===== src/rtl/game_tick_generator_pkg.sv =====
// game_tick_generator_pkg: shared GAME_STATE/GAME_SPEED encodings and speed-to-divisor mapping
package game_tick_generator_pkg;
  typedef enum logic [1:0] {
    ST_RUN      = 2'b00,
    ST_WAIT     = 2'b01,
    ST_PAUSE    = 2'b10,
    ST_END_GAME = 2'b11
  } game_state_e;
  typedef enum logic [1:0] {
    SPD_NORMAL = 2'b00,
    SPD_FAST   = 2'b01,
    SPD_SLOW   = 2'b10
  } game_speed_e;
  typedef enum logic [1:0] {
    FSM_IDLE,
    FSM_RUNNING,
    FSM_FROZEN
  } tick_fsm_e;
  localparam int unsigned NORMAL_DIV_DEF = 10_000_000;
  localparam int unsigned FAST_DIV_DEF   = 5_000_000;
  localparam int unsigned SLOW_DIV_DEF   = 20_000_000;
  // The unused 2'b11 code is treated as NORMAL everywhere.
  function automatic game_speed_e legal_speed(logic [1:0] raw);
    return raw == 2'b11 ? SPD_NORMAL : game_speed_e'(raw);
  endfunction
  function automatic int unsigned speed_div(game_speed_e sp,
                                            int unsigned normal_div = NORMAL_DIV_DEF,
                                            int unsigned fast_div   = FAST_DIV_DEF,
                                            int unsigned slow_div   = SLOW_DIV_DEF);
    return sp == SPD_FAST ? fast_div : sp == SPD_SLOW ? slow_div : normal_div;
  endfunction
endpackage


===== src/rtl/game_tick_counter.sv =====
// game_tick_counter: loadable modulo counter with clear, hold and terminal-count flag
//   clk, rst : clock, asynchronous active-high reset
//   clr_i    : force count to 0 (highest priority)
//   load_i   : force count to 1 (the entry edge counts as the first edge of a period)
//   en_i     : advance; wraps to 0 after reaching last_i
//   last_i   : terminal value (period - 1)
//   tc_o     : count currently equals last_i
module game_tick_counter #(
  parameter int unsigned W = 8
) (
  input  logic         clk,
  input  logic         rst,
  input  logic         clr_i,
  input  logic         load_i,
  input  logic         en_i,
  input  logic [W-1:0] last_i,
  output logic         tc_o
);
  logic [W-1:0] count_q, count_d;
  always_comb begin
    tc_o    = count_q == last_i;
    count_d = clr_i ? '0 : load_i ? W'(1) : en_i ? (tc_o ? '0 : count_q + W'(1)) : count_q;
  end
  always_ff @(posedge clk or posedge rst)
    if (rst) count_q <= '0;
    else     count_q <= count_d;
endmodule


===== src/rtl/game_tick_generator.sv =====
// game_tick_generator: turns GAME_SPEED into a periodic one-cycle move_tick gated by GAME_STATE
//   system_clk, rst : clock, asynchronous active-high reset
//   state           : GAME_STATE (RUN/WAIT/PAUSE/END_GAME)
//   game_speed      : GAME_SPEED (NORMAL/FAST/SLOW, 11 treated as NORMAL)
//   move_tick       : registered one-cycle pulse per elapsed period
//   active_speed    : speed currently governing the period
//   tick_count      : ticks since the last WAIT, wraps at 256
module game_tick_generator
  import game_tick_generator_pkg::*;
#(
  parameter int unsigned NORMAL_DIV = NORMAL_DIV_DEF,
  parameter int unsigned FAST_DIV   = FAST_DIV_DEF,
  parameter int unsigned SLOW_DIV   = SLOW_DIV_DEF,
  parameter int unsigned CNT_W      = $clog2(SLOW_DIV)
) (
  input  logic       system_clk,
  input  logic       rst,
  input  logic [1:0] state,
  input  logic [1:0] game_speed,
  output logic       move_tick,
  output logic [1:0] active_speed,
  output logic [7:0] tick_count
);
  tick_fsm_e   fsm_q;
  game_state_e st;
  game_speed_e spd, active_speed_q;
  // period_q holds period-1 so that a power-of-two SLOW_DIV still fits in CNT_W bits.
  logic [CNT_W-1:0] period_q, spd_last;
  logic [7:0] tick_count_q;
  logic move_tick_q, tc, entry, step, tick, clr;
  always_comb begin
    st       = game_state_e'(state);
    spd      = legal_speed(game_speed);
    spd_last = CNT_W'(speed_div(spd, NORMAL_DIV, FAST_DIV, SLOW_DIV) - 1);
    entry    = st == ST_RUN && fsm_q == FSM_IDLE;
    step     = st == ST_RUN && fsm_q != FSM_IDLE;
    tick     = step && tc;
    clr      = st == ST_WAIT || st == ST_END_GAME;
  end
  game_tick_counter #(.W(CNT_W)) u_cnt (
    .clk    (system_clk),
    .rst    (rst),
    .clr_i  (clr),
    .load_i (entry),
    .en_i   (step),
    .last_i (period_q),
    .tc_o   (tc)
  );
  always_ff @(posedge system_clk or posedge rst)
    if (rst) begin
      fsm_q          <= FSM_IDLE;
      period_q       <= CNT_W'(NORMAL_DIV - 1);
      active_speed_q <= SPD_NORMAL;
      move_tick_q    <= 1'b0;
      tick_count_q   <= '0;
    end else begin
      fsm_q          <= clr ? FSM_IDLE : st == ST_PAUSE ? (fsm_q == FSM_IDLE ? FSM_IDLE : FSM_FROZEN) : FSM_RUNNING;
      move_tick_q    <= tick;
      tick_count_q   <= st == ST_WAIT ? '0 : tick ? tick_count_q + 8'd1 : tick_count_q;
      period_q       <= entry || tick ? spd_last : period_q;
      // New speed only takes effect at a period boundary; WAIT mirrors the live menu choice.
      active_speed_q <= entry || tick || st == ST_WAIT ? spd : active_speed_q;
    end
  assign move_tick    = move_tick_q;
  assign active_speed = active_speed_q;
  assign tick_count   = tick_count_q;
endmodule


===== config.mk =====
export PLATFORM = sky130hd
export DESIGN_NAME = game_tick_generator
export DESIGN_NICKNAME = d
export VERILOG_FILES = /design/src/rtl/game_tick_generator_pkg.sv /design/src/rtl/game_tick_counter.sv /design/src/rtl/game_tick_generator.sv
export SDC_FILE = /design/constraint.sdc
export NUM_CORES = 1
export LEC_CHECK = 0
export CAP_MARGIN = 0
export CORE_ASPECT_RATIO = 0.75
export CORE_MARGIN = 2
export CORE_UTILIZATION = 43
export DETAILED_ROUTE_END_ITERATION = 7
export SLEW_MARGIN = 20
export SYNTH_ARGS = -nofsm -noshare
export SYNTH_HDL_FRONTEND = slang
export SYNTH_SLANG_ARGS = --single-unit

===== constraint.sdc =====
create_clock -name system_clk -period 2 [get_ports system_clk]
set_input_delay 0.2 -clock system_clk [delete_from_list [all_inputs] [get_ports system_clk]]
set_output_delay 0.2 -clock system_clk [all_outputs]
set_load 0.1 [all_outputs]

==> flow_summary_export.csv <==
group,metric,value,unit
min_path,hp-class,"input pin to async pin",
place,placed_area,3180,sq um
setup_path,max_stage_delay,0.55,ns
setup_path,crit_required,2.19,ns
final_layout,diodes,0,
synthesis,yosys_register_bits,45,
sta,fin_crit_sh,1.11,
floorplanning,core,5860,sq um
final_layout,final_area,3410,sq um
floorplanning,die_area,6720,sq um
run_status,status,"finished, violations left",
run,maxCapViolCount,0,
synthesis,ys_seq_area_frac,0.432,
sta,worst_hold_slack,0.190,ns
power,cellPowerDensity,597,nW/um^2
power,ir_drop,0.337,mV
floorplanning,start_util,0.446,
sta,finalMaxSlewViolations,0,
synthesis,ys_types,50,
synthesis,synth-edff-count,0,
sta,finalHoldViolCount,0,
synthesis,syn_inst,277,
clock_tree,insertion_delay,0.30,ns
detailed_routing,wire_per_inst,16.2,um
detailed_routing,first_iter_violations,85,
setup_path,cp_data_arrival_time,2.41,ns
sta,rsz0062_at_grt,"yes",
run_status,violations,"negative setup slack",
place,hpwl,4.81,mm
sta,timing.final.ws_setup,-0.213,ns
setup_path,cp_top_family,"simple AND/OR/NAND/NOR gates",
synthesis,synth_flop_cell,"dfrtp_1",
sta,finalSetupViolations,36,
synthesis,avgSynthCellArea,9.43,sq um
final_layout,drive_gt1_frac,0.300,
detailed_routing,drt-total-wl,6.78,mm
global_routing,antenna_found_initial,0,
place,io_buffers,16,
floorplanning,ios,17,
setup_path,cp-start-kind,"flip-flop",
global_routing,grt-ovfl-total,0,
clock_tree,cts_made_buffers,5,
power,leakagePower,0.00168,uW
detailed_routing,dr_total_vias,2320,
setup_path,cpMaxStageDelayCell,"or4_4",
global_routing,grt_use_total,0.212,
clock_tree,htreeDepth,2,
floorplanning,rows,24,
clock_tree,cts-root-buf,"clkbuf_8",
place,gp_congestion,0.805,
setup_path,crit_path_end_kind,"flip-flop",
clock_tree,cts.path.max_buffers,2,
power,power.total,2040,uW
sta,tns,-3.94,ns
detailed_routing,drc,0,
final_layout,area_growth_syn_to_layout,30.7,%
setup_path,path_max_fanout,4,
global_routing,grt_max_degree,30,
clock_tree,cts-hold-fix-buffers,0,
sta,period_needed,2.21,ns
synthesis,syn_area,2610,sq um
floorplanning,die_height,71.5,um
setup_path,path_class,"flip-flop to flip-flop",
sta,worstMarginPinSlew,0.513,ns
setup_path,path_buf_inv,0,
sta,fmax,0.452,GHz
clock_tree,cts_sinks,45,
floorplanning,die_w,94.0,um
synthesis,async_flop_share,1.00,
detailed_routing,routed_via_density,5.55,
setup_path,path_cells,"or4_4, mux2i_4, nand4_4, or2_4, a21oi_4, mux2_4",
detailed_routing,ant_nets,0,
sta,clock_skew,0.00992,ns
clock_tree,clk_pin_slew_worst_paths,0.10,ns
synthesis,syn-num-nets,289,
global_routing,grt_pass1_vias,2229,
detailed_routing,dr.pass1.iters,4,
clock_tree,cts_tree,"built",
synthesis,yosysWarnings,0,
sta,slew_headroom,0.657,
global_routing,grt_pass1_wl,11.1,mm
final_layout,nNetsFinal,351,
synth_stat cells (all sizes together), types with 8 or more instances:
library cell  count  area (sq um)
o21ai            19          98.9
dfrtp            42          1050
a31oi             9          56.3
and3             12          76.3
nand4            12          81.3
nand2            29           109
mux2i             9          90.1
a21o              8          60.1
or3              11          68.8
inv              12          45.0
nand3            16          80.1
nor2             14          52.6
placed cells by master, fill, tap and decap left out, types with 2 or more instances in the layout:
master | netlist | layout
nand3_1 | 16 | 16
buf_4 | 0 | 55
inv_1 | 12 | 11
a21o_1 | 8 | 8
mux2i_1 | 9 | 8
buf_12 | 0 | 3
dfstp_2 | 3 | 3
dfrtp_1 | 42 | 42
nor2b_1 | 3 | 3
a211oi_2 | 2 | 4
xor2_1 | 6 | 6
a41oi_2 | 0 | 2
xnor2_1 | 2 | 2
o21ai_0 | 14 | 8
nand2b_1 | 6 | 6
ha_1 | 6 | 6
mux2_2 | 4 | 4
nor3b_1 | 5 | 5
or3_1 | 11 | 11
nand4_1 | 11 | 11
o21ai_1 | 4 | 9
mux2_4 | 0 | 2
and3_1 | 11 | 11
clkbuf_8 | 0 | 5
buf_6 | 2 | 3
a31oi_1 | 9 | 8
nand2_1 | 29 | 28
clkdlybuf4s50_1 | 0 | 5
and2_1 | 4 | 3
o311ai_1 | 2 | 2
nor3_1 | 5 | 5
and4_1 | 4 | 4
nor2_1 | 14 | 13
cell families (layout without fill, tap and decap cells):
| logic type | after synthesis | count (layout) | synth area share |
|---|---|---|---|
| simple gates | 128 | 128 | 0.269 |
| compound gates | 52 | 52 | 0.139 |
| flops | 45 | 45 | 0.432 |
| buf+inv | 23 | 86 | 0.0436 |
| mux | 15 | 15 | 0.0603 |
| xor+xnor | 8 | 8 | 0.0268 |
| fa+ha+maj | 6 | 6 | 0.0287 |
report_power, final:
group          internal (uW)  switching (uW)  leakage, uW
Clock                    375             342    0.0000543
Combinational            147             200      0.00101
Sequential               949            24.6     0.000609
Total                   1470             566      0.00168
layer usage:
metal	up-vias	track usage	wire (um)
li1	1125	-	-
met5	-	0	0
met2	50	0.316	3100
met1	1143	0.323	3370
met4	0	0.0451	25
met3	2	0.0410	284
path summary, 6_finish.rpt:
kind / startpoint / to / slack, ns / cells past startpoint
worst max-delay path: u_cnt.count_q[22]$_DFFE_PP0P_ / active_speed[0]$_DFFE_PP0P_ / -0.21 / 6
worst min register to register: period_q[19]$_DFFE_PP1P_ / period_q[19]$_DFFE_PP1P_ / 0.50 / 2
min in group system_clk: period_q[19]$_DFFE_PP1P_ / period_q[19]$_DFFE_PP1P_ / 0.50 / 2
worst min-delay path: rst / u_cnt.count_q[23]$_DFFE_PP0P_ / 0.19 / 2
max in group asynchronous: rst / period_q[23]$_DFFE_PP1P_ / 1.24 / 3
worst max register to register: u_cnt.count_q[22]$_DFFE_PP0P_ / active_speed[0]$_DFFE_PP0P_ / -0.21 / 6
metrics by stage:
stage / instances / utilization / worst slack (ns)
final: 418 / 0.583 / -0.213
after global placement: 407 / 0.543 / -0.215
after global routing: 418 / 0.583 / -0.264
after CTS: 417 / 0.569 / -0.190
after detailed placement: 407 / 0.543 / -0.267
after floorplan: 277 / - / -0.197
sequential cells by signal, indices dropped and copies added (netlist names):
signal,count
active_speed,2
fsm_q,2
move_tick,1
period_q,7
tick_count,8
u_cnt.count_q,25
worst reg2reg max path, delay by kind of cell, from the launching register on:
kind	cells	cell delay, ns
and+or+nand+nor	3	1.01
muxes	2	0.53
DFF	1	0.39
AOI/OAI and AO/OA	1	0.18
timing repair:
action / 4_1_cts / 5_1_grt
setup buffers: 2 / 1
endpoints found under the setup margin: 37 / 42
gates resized for setup: 13 / 14
pin swaps: 5 / 8
endpoints found under the hold margin: 0 / 0
final cells by class:
class	instances	area [sq um]
Tap cell	78	97.6
Fill cell	510	2440
Timing Repair Buffer	66	557
Clock buffer	5	68.8
Multi-Input combinational cell	209	1470
Sequential cell	45	1130
Clock inverter	3	46.3
Inverter	12	45.0
Note: power is estimated with default switching activity, not from simulation.
